**src/rtl/spi_pkg.sv**
```systemverilog
`default_nettype none
// ============================================================================
//  Module      : spi_pkg
//  Description : Types and constants shared by the SPI controller and the
//                SPI peripheral side. This covers the controller state
//                encoding, the SPI mode (CPOL/CPHA), the transfer length and
//                a helper that derives the idle SCK level from the mode.
//  Revision    : 1.0  initial release
// ============================================================================
package spi_pkg;

  // Controller states
  typedef enum logic [2:0] {
    ST_IDLE  = 3'd0,  // no transfer, CSN high
    ST_SHIFT = 3'd1,  // clocking a byte out and in
    ST_WAIT  = 3'd2,  // byte done, CSN held low for a follow-on byte
    ST_HOLD  = 3'd3,  // last byte done, CSN low for one half period
    ST_GAP   = 3'd4   // CSN high for one half period before IDLE
  } spi_state_e;

  // SPI mode as {CPOL, CPHA}; mode 0 -> SCK idles low, sample on leading edge
  localparam logic [1:0] SPI_MODE = 2'b00;

  // Bits per transfer, MSB first
  localparam int SPI_BITS = 8;

  // Idle level of SCK for a given mode (the CPOL bit)
  function automatic logic sck_idle_level(input logic [1:0] mode);
    return mode[1];
  endfunction

endpackage
`default_nettype wire

```
**src/rtl/spi_ctrl.sv**
```systemverilog
`default_nettype none
// ============================================================================
//  Module      : spi_ctrl
//  Description : Single-chip-select SPI controller, mode 0, 8-bit MSB-first
//                transfers with a ready/valid byte interface. Consecutive
//                bytes without tx_last keep CSN asserted. The half-period
//                divider is inline.
//  Revision    : 1.0  initial release
//
//  Ports
//    clk       in   system clock, rising edge
//    rst_n     in   asynchronous active-low reset
//    tx_data   in   [7:0] byte to send, MSB first
//    tx_last   in   release CSN after this byte
//    tx_valid  in   tx_data/tx_last present
//    tx_ready  out  byte accepted when tx_valid & tx_ready
//    rx_data   out  [7:0] last byte sampled from spi_sdi
//    rx_valid  out  one-cycle strobe, rx_data updated
//    busy      out  controller not in IDLE
//    spi_sck   out  serial clock
//    spi_csn   out  chip select, active low
//    spi_sdo   out  controller data out
//    spi_sdi   in   peripheral data in
// ============================================================================
module spi_ctrl
  import spi_pkg::*;
#(
  parameter int TICKS_PER_HALF_SCK = 24
) (
  input  logic       clk,
  input  logic       rst_n,
  input  logic [7:0] tx_data,
  input  logic       tx_last,
  input  logic       tx_valid,
  output logic       tx_ready,
  output logic [7:0] rx_data,
  output logic       rx_valid,
  output logic       busy,
  output logic       spi_sck,
  output logic       spi_csn,
  output logic       spi_sdo,
  input  logic       spi_sdi
);

  localparam int                CNT_W      = $clog2(TICKS_PER_HALF_SCK + 1);
  // Counter runs H-1 .. 0, so every phase lasts exactly H cycles
  localparam logic [CNT_W-1:0]  CNT_RELOAD = CNT_W'(TICKS_PER_HALF_SCK - 1);
  localparam logic [CNT_W-1:0]  CNT_ONE    = CNT_W'(1);
  localparam logic              SCK_IDLE   = sck_idle_level(SPI_MODE);
  localparam logic [2:0]        LAST_BIT   = 3'(SPI_BITS - 1);

  spi_state_e       state_q, state_d;
  logic [CNT_W-1:0] cnt_q, cnt_d;
  logic [2:0]       bit_q, bit_d;       // completed trailing edges
  logic [7:0]       tx_sh_q, tx_sh_d;   // bit 7 drives spi_sdo
  logic [7:0]       rx_sh_q, rx_sh_d;
  logic [7:0]       rx_data_q, rx_data_d;
  logic             rx_valid_q, rx_valid_d;
  logic             last_q, last_d;     // tx_last captured at accept
  logic             sck_q, sck_d;
  logic             csn_q, csn_d;
  logic             ready_q, ready_d;

  logic             w_accept;
  logic             w_tick;
  logic             w_lead;             // next SCK toggle is the sampling edge

  assign w_accept = tx_valid && ready_q;
  assign w_tick   = (cnt_q == '0);
  assign w_lead   = (sck_q == SCK_IDLE);

  always_comb begin
    state_d    = state_q;
    cnt_d      = cnt_q;
    bit_d      = bit_q;
    tx_sh_d    = tx_sh_q;
    rx_sh_d    = rx_sh_q;
    rx_data_d  = rx_data_q;
    rx_valid_d = 1'b0;
    last_d     = last_q;
    sck_d      = sck_q;
    csn_d      = csn_q;

    case (state_q)
      ST_IDLE, ST_WAIT: begin
        if (w_accept) begin
          state_d = ST_SHIFT;
          cnt_d   = CNT_RELOAD;
          bit_d   = '0;
          tx_sh_d = tx_data;
          last_d  = tx_last;
          csn_d   = 1'b0;
          sck_d   = SCK_IDLE;
        end
      end

      ST_SHIFT: begin
        if (w_tick) begin
          cnt_d = CNT_RELOAD;
          sck_d = ~sck_q;
          if (w_lead) begin
            rx_sh_d = {rx_sh_q[6:0], spi_sdi};
          end else if (bit_q == LAST_BIT) begin
            // Final trailing edge: sdo keeps the last bit, byte is complete
            rx_data_d  = rx_sh_q;
            rx_valid_d = 1'b1;
            state_d    = last_q ? ST_HOLD : ST_WAIT;
          end else begin
            bit_d   = 3'(bit_q + 3'd1);
            tx_sh_d = {tx_sh_q[6:0], 1'b0};
          end
        end else begin
          cnt_d = cnt_q - CNT_ONE;
        end
      end

      ST_HOLD: begin
        if (w_tick) begin
          csn_d   = 1'b1;
          cnt_d   = CNT_RELOAD;
          state_d = ST_GAP;
        end else begin
          cnt_d = cnt_q - CNT_ONE;
        end
      end

      ST_GAP: begin
        if (w_tick) begin
          state_d = ST_IDLE;
        end else begin
          cnt_d = cnt_q - CNT_ONE;
        end
      end

      default: begin
        state_d = ST_IDLE;
        cnt_d   = '0;
        csn_d   = 1'b1;
        sck_d   = SCK_IDLE;
      end
    endcase

    // Registered so that tx_ready stays low throughout reset
    ready_d = (state_d == ST_IDLE) || (state_d == ST_WAIT);
  end

  always_ff @(posedge clk or negedge rst_n) begin
    if (!rst_n) begin
      state_q    <= ST_IDLE;
      cnt_q      <= '0;
      bit_q      <= '0;
      tx_sh_q    <= '0;
      rx_sh_q    <= '0;
      rx_data_q  <= '0;
      rx_valid_q <= 1'b0;
      last_q     <= 1'b0;
      sck_q      <= SCK_IDLE;
      csn_q      <= 1'b1;
      ready_q    <= 1'b0;
    end else begin
      state_q    <= state_d;
      cnt_q      <= cnt_d;
      bit_q      <= bit_d;
      tx_sh_q    <= tx_sh_d;
      rx_sh_q    <= rx_sh_d;
      rx_data_q  <= rx_data_d;
      rx_valid_q <= rx_valid_d;
      last_q     <= last_d;
      sck_q      <= sck_d;
      csn_q      <= csn_d;
      ready_q    <= ready_d;
    end
  end

  assign tx_ready = ready_q;
  assign rx_data  = rx_data_q;
  assign rx_valid = rx_valid_q;
  assign busy     = (state_q != ST_IDLE);
  assign spi_sck  = sck_q;
  assign spi_csn  = csn_q;
  assign spi_sdo  = tx_sh_q[7];

endmodule
`default_nettype wire

```
**config.mk**
```make
export PLATFORM = sky130hd
export DESIGN_NAME = spi_ctrl
export DESIGN_NICKNAME = d
export VERILOG_FILES = /design/src/rtl/spi_pkg.sv /design/src/rtl/spi_ctrl.sv
export SDC_FILE = /design/constraint.sdc
export NUM_CORES = 1
export LEC_CHECK = 0
export CORE_UTILIZATION = 57
export DETAILED_ROUTE_END_ITERATION = 6
export MAX_ROUTING_LAYER = met4
export PLACE_DENSITY = 0.84
export SLEW_MARGIN = 20
export SYNTH_ARGS = -nofsm -noshare
export SYNTH_HDL_FRONTEND = slang
export SYNTH_SLANG_ARGS = --single-unit
```
**constraint.sdc**
```tcl
create_clock -name clk -period 4.6 [get_ports clk]
set_clock_uncertainty 0.15 [all_clocks]
set_input_delay 0.46 -clock clk [delete_from_list [all_inputs] [get_ports clk]]
set_output_delay 0.46 -clock clk [all_outputs]
set_load 0.005 [all_outputs]
```
# Yosys cells after proc, flatten, opt, wreduce, memory -nomap -nowiden
# Cells that the tools add are included.
# totals
reg_bits	40
word_cells	77
input_bits	13
out_inout_bits	14
# op_classes
muxes	31
add_sub_neg	2
n_bitwise	3
reduce_logical	18
eq_ne	12
# ops
operator	count
$mux W8	4
$mux W3	10
$pmux W8 S2	1
$mux W5	3
$pmux W5 S3	1
$ne A2 B2 Y1 const B	6
$pmux W3 S4	1
$eq A3 B2 Y1 const B	3
$reduce_and A3 Y1	3
$mux W1	8
$reduce_or A2 Y1	4
$eq A3 B3 Y1 const B	2
$logic_not A3 Y1	2
$pmux W1 S3	2
$pmux W3 S2	1
$logic_not A5 Y1	1
$reduce_and A5 Y1	1
$sub A5 B1 Y5 const B	1
$reduce_and A2 Y1	2
$reduce_and A4 Y1	1
$add A3 B1 Y3 const B	1
$eq A3 B1 Y1 const B	1
$not A1 Y1	3
$reduce_bool A3 Y1	1
other kinds (3)	3

# Logic depth before layout (Yosys ltp)
# logic_depth
ltp_word	7
mapped_depth	7
ltp_nobuf	6

# Least setup slack after synthesis
# OpenSTA, ideal clock, no wires.
# synth_timing
path_kind	register -> register
from	register cnt_q[0]
to	register rx_sh_q[0]
setup_slack_ns	2.546
n_path_buf	0
setup_time_ns	0.125
path_stages_with_launch	7
required_time_ns	4.325
arrival_time_ns	1.779
period_less_slack_ns	2.054
cell_sequence	dfrtp_1 > inv_1 > ha_1 > nor4b_4 > nand2_2 > nor2_4 > mux2_2
# synth_between
elab_chain_len	2
# synth_lines
element	line	rtl
from (decl)	spi_ctrl.sv:53	logic [CNT_W-1:0] cnt_q, cnt_d;
from (signal assigned)	spi_ctrl.sv:162	cnt_q <= cnt_d;
$logic_not A5 Y1	spi_ctrl.sv:69	assign w_tick = (cnt_q == '0);
$reduce_and A3 Y1 (no line)	-	
to (signal assigned)	spi_ctrl.sv:165	rx_sh_q <= rx_sh_d;
to (decl)	spi_ctrl.sv:56	logic [7:0] rx_sh_q, rx_sh_d;
# Every way passes these cells.
# A chain may end at the register's enable or synchronous reset.

# Worst setup path after layout
# layout_timing
from	register cnt_q[0]
to	register bit_q[1]
# layout_between
elab_chain_len	3
# layout_lines
element	line	rtl
$logic_not A5 Y1	spi_ctrl.sv:69	
$ne A2 B2 Y1 (no line)	-	
$reduce_and A5 Y1 (no line)	-	
to (signal assigned)	spi_ctrl.sv:163	bit_q <= bit_d;
to (decl)	spi_ctrl.sv:54	logic [2:0] bit_q, bit_d;
# Every way passes these cells.

==> out/results.txt <==
Netlist cell types = 35
total number of vias = 1,362
Final GP Congestion = 0.846
R2R Path Start = cnt_q[0]$_DFFE_PN0P_
vias per inst = 5.77
Reg area = 1000 um2
internal reg-to-reg setup slack = 1.94 ns
clk root buf = clkbuf_4
layout cells sized above 1 = 17.7%
outcome = completed
clock insertion delay at the later pin of the skew report = 0.35 ns
most frequent cells in the layout = dfrtp_1 (39), clkdlybuf4s50_1 (25), mux2_2 (17), nand2_1 (13)
DP Wirelength = 2560 um
FP Rows = 20
critical path arrival = 2.70 ns
Die H = 59.4 um
Synth async-reset ratio = 100%
RSZ-0062 raised after global routing = no
CTS tree = done
Sink Count = 40
worst-margin pin slew = 0.859 ns
Placed Area = 2150 um2
Tcrit/Tclk final = 57.9%
P per Cell Area = 520 nW/um2
initial core utilization = 60.6%
vias in the first global route = 1,393
CTS clk-pin slew, worst paths = 0.13 ns
VDD IR-drop max = 0.303 mV
Port Buffers = 26
nets in the synthesized netlist = 183
multi-input logic area = 817 um2
Synth Cell Area = 1880 um2
Longest Clk Path Bufs = 2
Worst Hold Class = primary input to async pin
post-CTS sizing = 0
fin nets = 208
routed length per placed instance = 15.6 um
reg2reg path depth = 6
Slew Viols, Final = 0
TritonCTS Buffers = 5
commonest register cell after synthesis = dfrtp_1
first-pass GRT wire length = 6400 um
Post-synth EDFFs = 0
average footprint of a synthesized cell = 11.3 um2
final hold slack = 0.0562 ns
max cap viols = 0
endpoints failing hold = 0
Ant. Diodes = 0
sequential area share after synthesis = 53.3%
Worst R2R End = bit_q[1]$_DFFE_PN0P_
Layout Utilization = 72.3%
chip width = 59.4 um
area of the core = 3100 um2
area delta synth->final = 19.4%
setup bufs post-CTS = 0
H-tree depth = 2
leakage = 0.994 nW
DRT antenna net count = 0
Boundary Pins = 27
final setup vio count = 0
hold buffers post-CTS = 0
drt pass-1 iters = 6
Max-slew headroom = 42.8%
CP max FO = 11
drt drc = 0
fill cell count = 246
pin count of the biggest net entering global routing = 41
setup TNS = 0 ns
Final Critical Period = 2.66 ns
post-route cell area = 2240 um2
Synth Instances = 166
fmax = 0.375 GHz
die area = 3530 um2
Critical Path End Type = register
grt ovf = 0
Crit Path Class = register to register
worst endpoint required time = 4.64 ns
iteration-0 DRC count of the detailed router = 65
Yosys warning count = 0
Yosys reg bits = 40
initial antenna violation count = 0
final wirelength = 3680 um
CP Launch Type = register
gr usage total = 25.5%
most common cell after layout, fill and taps aside = dfrtp_1
==> metrics by stage <==
step | power, mW | worst slack, ns | cells
2_1_floorplan | 0.806 | 2.55 | 166
3_3_place_gp | 0.901 | 1.77 | 228
3_5_place_dp | 0.932 | 1.71 | 228
4_1_cts | 1.17 | 1.72 | 236
5_1_grt | 1.25 | 1.67 | 236
6_report | 1.17 | 1.94 | 236
==> cell type report <==
class / instances / area share (%)
clock buffer: 5 / 1.67
clock inverter: 3 / 2.12
inverter: 8 / 1.34
multi-input combinational: 110 / 36.4
sequential: 40 / 44.6
tap: 44 / 2.45
timing repair buffer: 26 / 11.4
==> sequential cells by signal, indices dropped and copies added, names as in the netlist <==
register  cells
rx_data       8
rx_sh_q       8
tx_sh_q       8
cnt_q         5
bit_q         3
state_q       3
last_q        1
rx_valid      1
spi_csn       1
spi_sck       1
tx_ready      1
==> how the worst max path moves through the flow <==
stage | startpoint | end | slack, ns | cells after the start
2_1_floorplan | cnt_q[0]$_DFFE_PN0P_ | rx_sh_q[0]$_DFFE_PN0P_ | 2.55 | 6
3_3_place_gp | tx_valid | bit_q[1]$_DFFE_PN0P_ | 1.77 | 5
3_5_place_dp | tx_valid | bit_q[1]$_DFFE_PN0P_ | 1.71 | 5
4_1_cts | state_q[0]$_DFF_PN0_ | rx_sh_q[2]$_DFFE_PN0P_ | 1.72 | 4
5_1_grt | state_q[0]$_DFF_PN0_ | bit_q[1]$_DFFE_PN0P_ | 1.67 | 4
6_report | cnt_q[0]$_DFFE_PN0P_ | bit_q[1]$_DFFE_PN0P_ | 1.94 | 6
==> critical path, cell delays in order (launching register included) <==
cell and delay, ns:
dfrtp_1 0.41, inv_1 0.08, ha_1 0.25, nor4b_4 0.57, nand3b_1 0.14, a21boi_1 0.70, o22ai_1 0.20
==> report_power, final <==
part	internal (mW)	total, mW	switching [mW]
logic	0.199	0.387	0.188
registers	0.447	0.541	0.0939
clock network	0.116	0.239	0.122
total	0.763	1.17	0.404
==> layer usage <==
| metal | up-vias | part of all wire [%] | global-route usage, % |
|---|---|---|---|
| li1 | 655 | - | - |
| met1 | 681 | 42 | 32.5 |
| met2 | 24 | 54 | 40.1 |
| met3 | 2 | 3.3 | 6.11 |
| met4 | 0 | 0.52 | 7.82 |
| met5 | - | 0 | - |
==> cell usage after synthesis (2+ instances only) <==
cell type | instances | share of area (%)
o21a_1 | 2 | 0.80
nor2_1 | 6 | 1.2
o21ai_0 | 9 | 2.4
inv_1 | 8 | 1.6
nand3b_1 | 2 | 0.80
a21oi_1 | 7 | 1.9
a2bb2oi_1 | 7 | 3.3
o22ai_1 | 9 | 3.0
or3_1 | 2 | 0.67
nor2_4 | 2 | 1.2
nor3b_1 | 2 | 0.80
ha_1 | 4 | 2.7
clkbuf_1 | 6 | 1.2
nor2b_1 | 2 | 0.67
a22o_1 | 2 | 0.93
o2bb2ai_1 | 2 | 0.93
nand3_1 | 7 | 1.9
mux2_2 | 17 | 10
o31ai_1 | 3 | 1.2
nand2_1 | 13 | 2.6
nand2b_1 | 2 | 0.67
dfrtp_1 | 39 | 52
==> kinds of logic (layout without fill, tap and decap cells) <==
logic type	after synthesis	count (layout)	share of synthesized area, %
adder cells (fa/ha/maj)	4	4	2.66
AND/OR/NAND/NOR	43	43	13.7
AO/OA/AOI/OAI	45	45	16.1
flip-flops	40	40	53.3
multiplexers	18	18	10.7
buffers and inverters	16	42	3.46
No activity file was read; power rests on OpenSTA's default activity.
